## config.mk

```make
export PLATFORM = sky130hd
export DESIGN_NAME = serial_subtractor_ctrl
export DESIGN_NICKNAME = d
export VERILOG_FILES = /design/src/rtl/serial_sub_pkg.sv /design/src/rtl/serial_subtractor_ctrl_fullsub.sv /design/src/rtl/serial_subtractor_ctrl.sv
export SDC_FILE = /design/constraint.sdc
export NUM_CORES = 1
export LEC_CHECK = 0
export BUFFER_PORTS_ARGS = -buffer_cell sky130_fd_sc_hd__buf_4
export CAP_MARGIN = 25
export CORE_ASPECT_RATIO = 0.9
export CORE_MARGIN = 2
export CORE_UTILIZATION = 55
export CTS_CLUSTER_SIZE = 28
export DETAILED_ROUTE_END_ITERATION = 12
export PLACE_DENSITY = 0.84
export SYNTH_ARGS = -nofsm -noshare
export SYNTH_HDL_FRONTEND = slang
export SYNTH_HIERARCHICAL = 1
export SYNTH_SLANG_ARGS = --single-unit
```

## constraint.sdc

```tcl
create_clock -name clk -period 4.5 [get_ports clk]
set_clock_uncertainty 0.2 [all_clocks]
set_input_delay 0.225 -clock clk [delete_from_list [all_inputs] [get_ports clk]]
set_output_delay 0.225 -clock clk [all_outputs]
set_load 0.03 [all_outputs]
```

## src/rtl/serial_sub_pkg.sv

```systemverilog
// Shared definitions for the bit-serial subtractor controller.
// Holds the controller state encoding and the default operand width.
// Optional build macro used by the controller: SERIAL_SUB_BORROW_IN_EN.
package serial_sub_pkg;

   // Default operand/result width when the parent does not override it.
   localparam int SERIAL_SUB_WIDTH_DEF = 8;

   // Controller states. 2'd3 is unused; the FSM steers it back to ST_IDLE.
   typedef enum logic [1:0] {
      ST_IDLE = 2'd0,
      ST_RUN  = 2'd1,
      ST_DONE = 2'd2
   } state_e;

endpackage : serial_sub_pkg

```

## src/rtl/serial_subtractor_ctrl_fullsub.sv

```systemverilog
// One-bit full-subtractor cell: Diff = A - B - Bin, with borrow out.
// The serial controller reuses this single cell for every bit position.
module fullsubtractor (
   input  logic A,
   input  logic B,
   input  logic Bin,
   output logic Diff,
   output logic Bout
);

   // Pure combinational difference/borrow of one bit column.
   always_comb begin
      Diff = A ^ B ^ Bin;
      Bout = (~A & B) | (~(A ^ B) & Bin);
   end

endmodule : fullsubtractor

```

## src/rtl/serial_subtractor_ctrl.sv

```systemverilog
// Bit-serial WIDTH-bit subtractor: computes a - b (- borrow_in) LSB first,
// one bit per clock, through a single fullsubtractor cell.
// Handshake: start accepted in IDLE or DONE; busy while RUN; done is a
// one-cycle pulse when diff/borrow_out take the new result.
// Build option: define SERIAL_SUB_BORROW_IN_EN to add the borrow_in port
// (initial borrow for chaining wider subtractions); otherwise it is 0.
module serial_subtractor_ctrl
   import serial_sub_pkg::*;
#(
   parameter int WIDTH = SERIAL_SUB_WIDTH_DEF
) (
   input  logic             clk,
   input  logic             rst_n,
   input  logic             start,
   input  logic [WIDTH-1:0] a,
   input  logic [WIDTH-1:0] b,
`ifdef SERIAL_SUB_BORROW_IN_EN
   input  logic             borrow_in,
`endif
   output logic             busy,
   output logic             done,
   output logic [WIDTH-1:0] diff,
   output logic             borrow_out
);

   // One spare bit so the counter can reach WIDTH without wrapping.
   localparam int              CNT_W    = $clog2(WIDTH) + 1;
   localparam logic [CNT_W-1:0] CNT_LAST = CNT_W'(WIDTH - 1);

   state_e           state_q, state_d;
   logic [WIDTH-1:0] a_sh_q, a_sh_d;
   logic [WIDTH-1:0] b_sh_q, b_sh_d;
   logic [WIDTH-1:0] acc_q, acc_d;
   logic [WIDTH-1:0] acc_shift;
   logic [WIDTH-1:0] diff_q, diff_d;
   logic [CNT_W-1:0] cnt_q, cnt_d;
   logic             brw_q, brw_d;
   logic             borrow_q, borrow_d;

   logic             cell_diff;
   logic             cell_bout;
   logic             brw_init;
   logic             accept;
   logic             in_run;
   logic             last_bit;

`ifdef SERIAL_SUB_BORROW_IN_EN
   assign brw_init = borrow_in;
`else
   assign brw_init = 1'b0;
`endif

   // A new request is taken only when no operation is in flight.
   assign accept   = start && ((state_q == ST_IDLE) || (state_q == ST_DONE));
   assign in_run   = (state_q == ST_RUN);
   assign last_bit = in_run && (cnt_q == CNT_LAST);

   // The only arithmetic in the block: current LSBs plus the running borrow.
   fullsubtractor u_cell (
      .A    (a_sh_q[0]),
      .B    (b_sh_q[0]),
      .Bin  (brw_q),
      .Diff (cell_diff),
      .Bout (cell_bout)
   );

   // State register.
   always_ff @(posedge clk or negedge rst_n) begin
      if (!rst_n) state_q <= ST_IDLE;
      else        state_q <= state_d;
   end

   // Next-state logic; DONE lasts one cycle unless a new start chains on.
   always_comb begin
      state_d = state_q;
      case (state_q)
         ST_IDLE: if (start) state_d = ST_RUN;
         ST_RUN:  if (cnt_q == CNT_LAST) state_d = ST_DONE;
         ST_DONE: state_d = start ? ST_RUN : ST_IDLE;
         default: state_d = ST_IDLE;
      endcase
   end

   // Outputs decoded from state and the held result registers.
   always_comb begin
      busy       = (state_q == ST_RUN);
      done       = (state_q == ST_DONE);
      diff       = diff_q;
      borrow_out = borrow_q;
   end

   // Datapath next state: load on accept, shift one bit per RUN cycle,
   // publish the result only on the final bit.
   always_comb begin
      a_sh_d    = a_sh_q;
      b_sh_d    = b_sh_q;
      acc_d     = acc_q;
      cnt_d     = cnt_q;
      brw_d     = brw_q;
      diff_d    = diff_q;
      borrow_d  = borrow_q;
      acc_shift = acc_q >> 1;
      acc_shift[WIDTH-1] = cell_diff;

      if (accept) begin
         a_sh_d = a;
         b_sh_d = b;
         acc_d  = '0;
         cnt_d  = '0;
         brw_d  = brw_init;
      end else if (in_run) begin
         a_sh_d = a_sh_q >> 1;
         b_sh_d = b_sh_q >> 1;
         acc_d  = acc_shift;
         brw_d  = cell_bout;
         cnt_d  = cnt_q + CNT_W'(1);
         if (last_bit) begin
            diff_d   = acc_shift;
            borrow_d = cell_bout;
         end
      end
   end

   // Datapath registers; reset clears operands, count, borrow and result.
   always_ff @(posedge clk or negedge rst_n) begin
      if (!rst_n) begin
         a_sh_q   <= '0;
         b_sh_q   <= '0;
         acc_q    <= '0;
         cnt_q    <= '0;
         brw_q    <= 1'b0;
         diff_q   <= '0;
         borrow_q <= 1'b0;
      end else begin
         a_sh_q   <= a_sh_d;
         b_sh_q   <= b_sh_d;
         acc_q    <= acc_d;
         cnt_q    <= cnt_d;
         brw_q    <= brw_d;
         diff_q   <= diff_d;
         borrow_q <= borrow_d;
      end
   end

endmodule : serial_subtractor_ctrl

```

==> results.md, run 1 <==
- Outcome: complete, no violations
- Worst-Margin Slew: 0.824 ns
- Clock Latency Late Sink: 0.34 ns
- VDD IR max: 0.000474 V
- Final worst path period share: 57.3%
- FF-to-FF path depth: 4
- Root Driver: clkbuf_4
- Layout cell share with drive strength beyond 1: 26.1%
- CTS tree: built
- Hold Buf Count CTS: 17
- Post-synth cell types: 24
- Total GRT Usage: 21.7%
- Drt total wl: 3.22 mm
- First-pass DRT Iterations: 4
- DRC Markers: 0
- Compound-gate portion of the synthesized area: 12.6%
- Clock sink count: 39
- Final Util: 74.4%
- Vias in the first global route: 1191
- Initial Util: 58.1%
- Met1 usage: 31.7%
- CP Launch Type: register
- Synthesized cell area: 0.00161 mm²
- Die ar.: 0.00338 mm²
- Largest net degree at the start of global routing: 40
- Met3 usage: 7.26%
- Iteration-0 DRC Markers: 68
- Via/cell ratio: 5.43
- Simple-gate share of the synthesized area: 13.1%
- CORE AREA: 0.00277 mm²
- Synth Area in Adders: 2.02%
- Leak Pwr: 0.000984 µW
- Global-route wire length before repair: 5.42 mm
- Setup TNS: 0 ns
- Vias after detailed routing: 1216
- Clock buffer depth: 2
- Die Width: 61.0 µm
- Combinational family with the most area after synthesis: simple AND/OR/NAND/NOR gates
- RSZ-0062 raised after global routing: false
- Syn avg cell area: 11.7 µm²
- Layout area overhead: 28.0%
- Xor/xnor share of the synthesized area: 0%
- Top fanout value on the critical path: 28
- Post-synthesis mux area share: 8.24%
- Fill count: 207
- # nets final: 204
- Crit path kind: reg -> reg
- FMAX: 388 MHz
- CP Capture Type: register
- Mapped Cells: 138
- Pwr Density: 684 mW/mm²
- CTS H-Tree Depth: 2
- # diodes: 0
- Hold Crit Class: in -> async
- Met2 usage: 30.4%
- Synth Warn #: 6
- Sequential cell area fraction in the yosys report: 60.6%
- Fin. Hold Viols: 0
- Critical path data required time: 4.59 ns
- TritonCTS buffer count: 5
- Rows: 18
- PostCTS Resize Cnt: 0
- Initial antenna violation count: 0
- DP Wirelength: 2.03 mm
- Gr ovfl total: 0
- Post-DP Area: 0.00184 mm²
- Min Tclk post-route: 2.58 ns
- MaxCap Viol Count: 0
- Post-Syn Nets: 159
- WL per Instance: 14.4 µm
- # setup viols final: 0
- ANT nets after route: 0
- I/O Buffers: 29
- Die height: 55.3 µm
- #FFs+latches synth: 39
- Slew Limit Headroom: 45.0%
- IO Pins: 30
- Most Crowded Layer GR: met1
- Post-CTS setup buffer count: 0
- Clock transition at path regs: 0.11 ns
- Final Wtd Congestion: 0.739
- Fin. max-slew vios: 0
- Post-route cell area: 0.00206 mm²
- Worst Path Arrival: 2.67 ns
-- flip-flops by register name, summed over array words and instances, names as in the netlist --
name        flops
a_sh_q          8
acc_q           7
b_sh_q          8
borrow_out      1
brw_q           1
cnt_q           4
diff            8
state_q         2
-- final timing paths --
kind                                         from                    end  slack (ns)
setup reg to reg           state_q[0]$_DFFE_PN0P_  a_sh_q[7]$_DFFE_PN0P_        1.92
min in group clk                brw_q$_DFFE_PN0P_      brw_q$_DFFE_PN0P_        0.31
setup / recovery           state_q[0]$_DFFE_PN0P_  a_sh_q[7]$_DFFE_PN0P_        1.92
hold reg to reg                 brw_q$_DFFE_PN0P_      brw_q$_DFFE_PN0P_        0.31
max in group asynchronous                   rst_n  b_sh_q[0]$_DFFE_PN0P_        3.60
hold / removal                              rst_n  b_sh_q[2]$_DFFE_PN0P_        0.17
-- logic make-up (layout without fill, tap and decap cells) --
family                   Yosys count  count (layout)
adder cells (fa/ha/maj)            2               2
buffers and inverters             12              58
AND/OR/NAND/NOR                   46              46
multiplexers                      12              12
AO/OA/AOI/OAI                     27              27
flip-flops                        39              39
-- per-stage QoR --
| step | total power (µW) | worst slack, ns | instances | hold WS [ns] |
|---|---|---|---|---|
| global placement | 1190 | 2.16 | 199 | 0.00865 |
| detailed placement | 1230 | 2.01 | 199 | 0.0203 |
| finish | 1410 | 1.92 | 224 | 0.171 |
| floorplan | 1060 | 2.85 | 138 | -0.271 |
| global route | 1510 | 1.69 | 224 | 0.208 |
| CTS | 1410 | 1.95 | 224 | 0.185 |
-- cells in the mapped netlist, drive strengths merged --
cell | instances | area share, %
a22o | 11 | 6.0
a22oi | 7 | 3.3
a31oi | 6 | 2.3
and2b | 1 | 0.47
buf | 4 | 1.6
clkbuf | 4 | 0.93
dfrtp | 39 | 61
fa | 1 | 1.2
ha | 1 | 0.78
inv | 4 | 0.93
mux2 | 10 | 7.0
mux2i | 2 | 1.2
nand2 | 23 | 5.4
nand2b | 2 | 0.78
nand3 | 8 | 2.5
nand4 | 1 | 0.39
nor2 | 8 | 1.9
nor2b | 1 | 0.39
nor3 | 2 | 1.3
o21ai | 2 | 0.62
o22ai | 1 | 0.39
-- cell type report --
type	count	area [µm²]	share of cell area, %
timing repair buffer	46	388	18.8
inverter	4	15.0	0.729
sequential	39	976	47.4
multi-input combinational	87	578	28.1
clock inverter	2	12.5	0.607
clock buffer	6	41.3	2.00
tap	40	50.0	2.43
-- layout by cell type, fill, tap and decap left out, drive strengths merged --
master / Yosys / routed
ha: 1 / 1
clkinvlp: 0 / 1
nand2: 23 / 23
dlygate4sd3: 0 / 17
mux2: 10 / 10
a22o: 11 / 11
nor3: 2 / 2
clkinv: 0 / 1
a22oi: 7 / 7
nand4: 1 / 1
nand3: 8 / 8
fa: 1 / 1
buf: 4 / 29
inv: 4 / 4
nor2: 8 / 8
o22ai: 1 / 1
and2b: 1 / 1
a31oi: 6 / 6
clkbuf: 4 / 6
nor2b: 1 / 1
mux2i: 2 / 2
o21ai: 2 / 2
dfrtp: 39 / 39
nand2b: 2 / 2
-- critical path, stage by stage, from the launching register on --
cell      delay, ns
dfrtp_1        0.42
nand2b_1       0.57
inv_2          0.41
nor2_1         0.69
a22o_1         0.23
-- per-layer routing --
metal | share of wire, % | vias to the layer above
met5 | 0 | -
met4 | 1.2 | 0
met3 | 4.7 | 6
met2 | 50 | 35
met1 | 44 | 602
li1 | - | 573
-- report_power, final --
part	total, µW	internal, µW	switching (µW)	leakage (µW)
Sequential	618	514	104	0.000487
Clock	172	60.3	112	0.0000282
Combinational	620	267	354	0.000469
Total	1410	841	570	0.000984
Note: power is estimated with default switching activity, not from simulation.
==> inputs of run 2 (changes only) <==
--- a/config.mk
+++ b/config.mk
@@ -5,14 +5,15 @@
 export SDC_FILE = /design/constraint.sdc
 export NUM_CORES = 1
 export LEC_CHECK = 0
+export ABC_AREA = 1
 export BUFFER_PORTS_ARGS = -buffer_cell sky130_fd_sc_hd__buf_4
 export CAP_MARGIN = 25
 export CORE_ASPECT_RATIO = 0.9
 export CORE_MARGIN = 2
-export CORE_UTILIZATION = 55
+export CORE_UTILIZATION = 54
 export CTS_CLUSTER_SIZE = 28
 export DETAILED_ROUTE_END_ITERATION = 12
-export PLACE_DENSITY = 0.84
+export PLACE_DENSITY = 0.82
 export SYNTH_ARGS = -nofsm -noshare
 export SYNTH_HDL_FRONTEND = slang
 export SYNTH_HIERARCHICAL = 1
==> constraint.sdc (replaced) <==
create_clock -name clk -period 2.4 [get_ports clk]
set_clock_uncertainty 0.2 [all_clocks]
set_input_delay 0.12 -clock clk [delete_from_list [all_inputs] [get_ports clk]]
set_output_delay 0.12 -clock clk [all_outputs]
set_load 0.03 [all_outputs]
==> results.md, run 2 <==
- Syn avg cell area: 8.88 µm² (was 11.7 µm²)
- Worst path cell trace: inv_2 -> nor2_4 -> buf_4 (was nand2b_1 -> inv_2 -> nor2_1 -> a22o_1)
- Slowest cell on the critical path: dfrtp_1 (was nor2_1)
- #FFs+latches synth: 39 (unchanged)
- ANT nets after route: 0 (unchanged)
- Clock transition at path regs: 0.10 ns (was 0.11 ns)
- Pwr Density: 1250 mW/mm² (was 684 mW/mm²)
- Clock Latency Late Sink: 0.34 ns (about the same)
- Vias after detailed routing: 1360 (was 1216)
- Crit path kind: reg -> out (was reg -> reg)
- Hold Buf Count CTS: 17 (unchanged)
- # diodes: 0 (unchanged)
- Global-route wire length before repair: 5.69 mm (was 5.42 mm)
- Iteration-0 DRC Markers: 73 (was 68)
- Final Wtd Congestion: 0.752 (was 0.739)
- Post-synth top area cell: dfrtp_1 (unchanged)
- Rows: 19 (was 18)
- Layout area overhead: 24.7% (was 28.0%)
- PostCTS Resize Cnt: 0 (unchanged)
- EDFF count, synth: 0 (unchanged)
- Post-route cell area: 0.00218 mm² (was 0.00206 mm²)
- Initial antenna violation count: 0 (unchanged)
- Drt total wl: 3.38 mm (was 3.22 mm)
- Post-synth ARST share: 100% (unchanged)
- DRC Markers: 0 (unchanged)
- Total GRT Usage: 20.6% (was 21.7%)
- Clock power frac: 10.9% (was 12.2%)
- Initial Util: 57.0% (was 58.1%)
- Critical path data required time: 2.08 ns (was 4.59 ns)
- Clock buffer depth: 2 (unchanged)
- Post-CTS setup buffer count: 0 (unchanged)
- Synth top area cells: dfrtp_1 (56%), nand2_1 (17%), o21ai_2 (4.5%) (was dfrtp_1 (61%), mux2_2 (7.0%), a22o_1 (6.0%))
- Simple-gate share of the synthesized area: 26.4% (was 13.1%)
- Switching Share: 43.8% (was 40.4%)
- Post-Syn Nets: 218 (was 159)
- Synth top area share: 55.8% (was 60.6%)
- Met1 wire length: 1.59 mm (was 1.43 mm)
- Commonest non-fill, non-tap cell in the layout: nand2_1 (was dfrtp_1)
- # setup viols final: 0 (unchanged)
- Clock sink count: 39 (unchanged)
- Internal cell power: 1530 µW (was 841 µW)
- Leak Pwr: 0.00116 µW (was 0.000984 µW)
- Most common cell in the netlist: nand2_1 (was dfrtp_1)
- Hold Crit Class: in -> async (unchanged)
- Synth Warn #: 6 (unchanged)
- Placed cells: 262 (was 199)
- Die Width: 64.0 µm (was 61.0 µm)
- Via/cell ratio: 4.77 (was 5.43)
- Worst Path Arrival: 1.44 ns (was 2.67 ns)
- Synth Area in Adders: 1.86% (was 2.02%)
- Compound-gate portion of the synthesized area: 8.44% (was 12.6%)
- Fin. Hold Viols: 0 (unchanged)
- CP Launch Type: register (unchanged)
- Final worst path period share: 73.5%
- Most frequent cells in the layout: nand2_1 (79), dfrtp_1 (39), buf_4 (29) (was dfrtp_1 (39), buf_4 (29), nand2_1 (23))
- RSZ-0062 raised after global routing: false (unchanged)
- Min Tclk post-route: 1.76 ns
- DP Wirelength: 2.07 mm (was 2.03 mm)
- FMAX: 567 MHz
- Top FF cell, synth: dfrtp_1 (unchanged)
- Register area: 976 µm² (unchanged)
- VDD IR max: 0.000657 V (was 0.000474 V)
- Setup TNS: 0 ns (unchanged)
- Multi-input combinational cell area: 642 µm² (was 578 µm²)
- TritonCTS buffer count: 5 (unchanged)
- # nets final: 265 (was 204)
- Met3 wire len: 105 µm (was 150 µm)
- I/O Buffers: 29 (unchanged)
- Top fanout value on the critical path: 18 (was 28)
- Final Power: 2720 µW (was 1410 µW)
- Layout cell share with drive strength beyond 1: 22.2% (was 26.1%)
- Xor/xnor share of the synthesized area: 0% (unchanged)
- Fill count: 225 (was 207)
- Synth top cells by count: nand2_1 (79), dfrtp_1 (39), inv_1 (17), nand3_1 (12), o21ai_2 (9) (was dfrtp_1 (39), nand2_1 (23), a22o_1 (11), mux2_2 (10))
- Synthesized cell area: 0.00175 mm² (was 0.00161 mm²)
- Post-synth cell types: 21 (was 24)
- CORE AREA: 0.00307 mm² (was 0.00277 mm²)
- Gr ovfl total: 0 (unchanged)
- Routed met2 length: 1.62 mm (was 1.60 mm)
- CTS H-Tree Depth: 2 (unchanged)
- Sequential cell area fraction in the yosys report: 55.8% (was 60.6%)
- Net Switching: 1190 µW (was 570 µW)
- Fin. max-slew vios: 0 (unchanged)
- Combinational family with the most area after synthesis: simple AND/OR/NAND/NOR gates (unchanged)
- Outcome: complete, no violations (unchanged)
- Root Driver: clkbuf_4 (unchanged)
- CTS tree: built (unchanged)
- Mapped Cells: 197 (was 138)
- WL per Instance: 11.9 µm (was 14.4 µm)
- IO Pins: 30 (unchanged)
- Top layer in use: met4 (unchanged)
- Largest stage delay, worst path: 0.41 ns (was 0.69 ns)
- Post-DP Area: 0.00197 mm² (was 0.00184 mm²)
- Comb power frac: 47.5% (was 44.0%)
- CP Capture Type: output port (was register)
- Die ar.: 0.00371 mm² (was 0.00338 mm²)
- First-pass DRT Iterations: 4 (unchanged)
- Post-synthesis mux area share: 0% (was 8.24%)
- Sequential Power Share: 41.6% (was 43.8%)
- Worst hold slack: 0.0736 ns (was 0.171 ns)
- Worst-Margin Slew: 0.478 ns (was 0.824 ns)
- Largest net degree at the start of global routing: 40 (unchanged)
- MaxCap Viol Count: 0 (unchanged)
- Die height: 58.0 µm (was 55.3 µm)
- Slew Limit Headroom: 68.1% (was 45.0%)
- Vias in the first global route: 1270 (was 1191)
- Final cell count without fillers: 285 (was 224)
## run 2: cell count changes in the layout (fill, tap and decap cells not counted), sizes merged, moves of 4 or more
cell | previous run | this run
a31oi | 6 | 0
o21ai | 2 | 13
nand3 | 8 | 12
o22ai | 1 | 7
or2 | 0 | 6
nand2 | 23 | 83
inv | 4 | 22
a22oi | 7 | 0
mux2 | 10 | 0
a22o | 11 | 0
## run 2: power groups by stage
stage                     Clock (µW)  Combinational [µW]  Sequential (µW)
after floorplan                    0                 853             1250
after global placement             0                1240             1130
after detailed placement           0                1280             1140
after CTS                        305                1300             1130
after global routing             337                1460             1170
final                            296                1290             1130
## run 2: final timing paths
kind,start,endpoint,slack [ns],cells after the start
setup / recovery,state_q[0]$_DFFE_PN0P_,busy,0.64,3
hold / removal,rst_n,diff[0]$_DFFE_PN0P_,0.07,2
setup reg to reg,state_q[0]$_DFFE_PN0P_,cnt_q[2]$_DFFE_PN0P_,0.76,6
hold reg to reg,b_sh_q[7]$_DFFE_PN0P_,b_sh_q[7]$_DFFE_PN0P_,0.29,2
max in group asynchronous,rst_n,borrow_out$_DFFE_PN0P_,1.60,2
min in group clk,start,state_q[0]$_DFFE_PN0P_,0.12,3
## run 2: logic make-up (layout without fill, tap and decap cells)
family,count (synthesis),count (layout)
buf+inv,28,74
simple gates,107,107
fa+ha+maj,2,2
flops,39,39
compound gates,21,21
## run 2: layer usage
metal  track usage, %  vias to the layer above
li1                 -                      700
met1             27.7                      633
met2             32.7                       21
met3             5.24                        6
met4             7.45                        0
met5                0                        -
## run 2: through the flow
| stage | utilization, % | setup WS, ns |
|---|---|---|
| floorplan | - | 1.03 |
| CTS | 71.2 | 0.642 |
| finish | 71.2 | 0.636 |
| global route | 71.2 | 0.561 |
| global placement | 64.3 | 0.825 |
| detailed placement | 64.3 | 0.751 |
## run 2: cell type report
type                       instances  share of cell area, %
multi-input combinational        130                   29.4
tap                               42                   2.41
sequential                        39                   44.7
timing repair buffer              46                   17.8
clock buffer                       6                   1.89
inverter                          22                   3.78
## run 2: critical path: cells and delay by family, from the launching register on
| family | cells | cell delay, ns |
|---|---|---|
| buf+inv | 2 | 0.32 |
| simple gates | 1 | 0.37 |
| flops | 1 | 0.41 |
==> inputs of run 3 (changes only) <==
==> constraint.sdc (replaced) <==
create_clock -name clk -period 1.7 [get_ports clk]
set_clock_uncertainty 0.2 [all_clocks]
set_input_delay 0.085 -clock clk [delete_from_list [all_inputs] [get_ports clk]]
set_output_delay 0.085 -clock clk [all_outputs]
set_load 0.03 [all_outputs]
==> results.md, run 3 (synthesis results as in run 2) <==
- Leak Pwr: 0.00121 µW (was 0.00116 µW)
- FMAX: 630 MHz
- Top fanout value on the critical path: 14 (was 18)
- CP delay by family, top: buffers and inverters (was flip-flops)
- # nets final: 269 (was 265)
- Slew Limit Headroom: 67.5% (was 68.1%)
- Drt total wl: 3.79 mm (was 3.38 mm)
- Via/cell ratio: 5.03 (was 4.77)
- Clock Latency Late Sink: 0.35 ns (was 0.34 ns)
- I/O Buffers: 29 (unchanged)
- Vias in the first global route: 1424 (was 1270)
- First-pass DRT Iterations: 4 (unchanged)
- CP Launch Type: register (unchanged)
- Commonest non-fill, non-tap cell in the layout: nand2_1 (unchanged)
- Layout cell share with drive strength beyond 1: 24.1% (was 22.2%)
- CTS tree: built (unchanged)
- Initial antenna violation count: 0 (unchanged)
- FF-to-FF path depth: 6 (unchanged)
- Crit path kind: reg -> out (unchanged)
- Final worst path period share: 93.4%
- WP buf/inv: 3 (was 2)
- Vias after detailed routing: 1463 (was 1360)
- Worst R2R End: diff[6]$_DFFE_PN0P_ (was cnt_q[2]$_DFFE_PN0P_)
- Die Width: 64.0 µm (unchanged)
- Largest stage delay, worst path: 0.41 ns (about the same)
- TritonCTS buffer count: 5 (unchanged)
- CORE AREA: 0.00307 mm² (unchanged)
- CP Capture Type: output port (unchanged)
- Clock buffer depth: 2 (unchanged)
- Worst-Margin Slew: 0.488 ns (was 0.478 ns)
- Fin. max-slew vios: 0 (unchanged)
- Gr ovfl total: 0 (unchanged)
- Layout area overhead: 29.7% (was 24.7%)
- Critical path data required time: 1.41 ns (was 2.08 ns)
- Fill count: 216 (was 225)
- # setup viols final: 0 (unchanged)
- Initial Util: 57.0% (unchanged)
- IO Pins: 30 (unchanged)
- Setup WS pre-CTS: 0.125 ns (was 0.751 ns)
- DRC Markers: 0 (unchanged)
- Largest net degree at the start of global routing: 40 (unchanged)
- DP Wirelength: 2.24 mm (was 2.07 mm)
- RSZ-0062 raised after global routing: false (unchanged)
- FF-to-FF setup slack: 0.18 ns (was 0.76 ns)
- Rows: 19 (unchanged)
- Fin. Hold Viols: 0 (unchanged)
- Global-route wire length before repair: 6.62 mm (was 5.69 mm)
- Total GRT Usage: 24.0% (was 20.6%)
- Slowest cell on the critical path: dfrtp_1 (unchanged)
- Clock sink count: 39 (unchanged)
- Hold Crit Class: in -> async (unchanged)
- Setup TNS: 0 ns (unchanged)
- CTS H-Tree Depth: 2 (unchanged)
- Clock transition at path regs: 0.12 ns (was 0.10 ns)
- MaxCap Viol Count: 0 (unchanged)
- Die ar.: 0.00371 mm² (unchanged)
- R2r startpoint: cnt_q[0]$_DFFE_PN0P_ (was state_q[0]$_DFFE_PN0P_)
- Outcome: complete, no violations (unchanged)
- # diodes: 0 (unchanged)
- WL per Instance: 13.0 µm (was 11.9 µm)
- Worst path cell trace: inv_2 -> nor2_4 -> buf_6 -> buf_4 (was inv_2 -> nor2_4 -> buf_4)
- Die height: 58.0 µm (unchanged)
- Pwr Density: 1860 mW/mm² (was 1250 mW/mm²)
- Final WS setup: 0.112 ns (was 0.636 ns)
- VDD IR max: 0.000939 V (was 0.000657 V)
- Final Wtd Congestion: 0.760 (was 0.752)
- Most frequent cells in the layout: nand2_1 (79), dfrtp_1 (39), buf_4 (31) (was nand2_1 (79), dfrtp_1 (39), buf_4 (29))
- ANT nets after route: 0 (unchanged)
- Iteration-0 DRC Markers: 79 (was 73)
- Root Driver: clkbuf_4 (unchanged)
- Worst Path Arrival: 1.30 ns (was 1.44 ns)
- Min Tclk post-route: 1.59 ns
-- run 3: worst max-delay path by stage --
stage | start | endpoint | slack [ns] | cells past startpoint
after floorplan | a_sh_q[0]$_DFFE_PN0P_ | acc_q[7]$_DFFE_PN0P_ | 0.33 | 3
after global placement | state_q[0]$_DFFE_PN0P_ | brw_q$_DFFE_PN0P_ | 0.17 | 6
after detailed placement | state_q[0]$_DFFE_PN0P_ | brw_q$_DFFE_PN0P_ | 0.12 | 6
after CTS | state_q[0]$_DFFE_PN0P_ | busy | 0.03 | 4
after global routing | state_q[0]$_DFFE_PN0P_ | busy | 0.03 | 4
final | state_q[0]$_DFFE_PN0P_ | busy | 0.11 | 4
-- run 3: area by class of cell --
class	count	area (µm²)	share of cell area, %
Timing Repair Buffer	50	424	18.7
Multi-Input combinational cell	130	647	28.5
Clock buffer	6	51.3	2.26
Tap cell	42	52.6	2.32
Inverter	22	82.6	3.64
Clock inverter	2	35.0	1.54
Sequential cell	39	976	43.0
-- run 3: report_power, final --
part           switching [µW]  internal (µW)  leakage, µW
Combinational            1250            719     0.000669
Clock                     310            347    0.0000482
Sequential                241           1360     0.000488
-- run 3: metrics by stage --
step	util (%)	hold slack [ns]	area, µm²	instances	total power [µW]
final	74.0	0.0132	2270	291	4220
after global routing	74.0	0.0371	2270	291	4590
after CTS	73.2	0.0273	2250	289	4190
after detailed placement	64.7	-0.120	1990	264	3480
after global placement	64.7	-0.121	1990	264	3390
after floorplan	-	-0.411	1750	197	2970
-- run 3: what timing repair did --
action	in CTS	in global routing
setup buffers	0	1
setup endpoints to repair	1	15
hold buffers	17	1
gates resized for setup	1	1
pin swaps	0	1
hold endpoints to repair	55	1
-- run 3: metal layers --
layer / up-vias / share of wire (%) / GRT usage [%]
met5: - / 0 / 0
met4: 0 / 2.2 / 9.32
met3: 8 / 5.3 / 5.83
met2: 50 / 51 / 39.0
met1: 690 / 42 / 31.5
li1: 715 / - / -
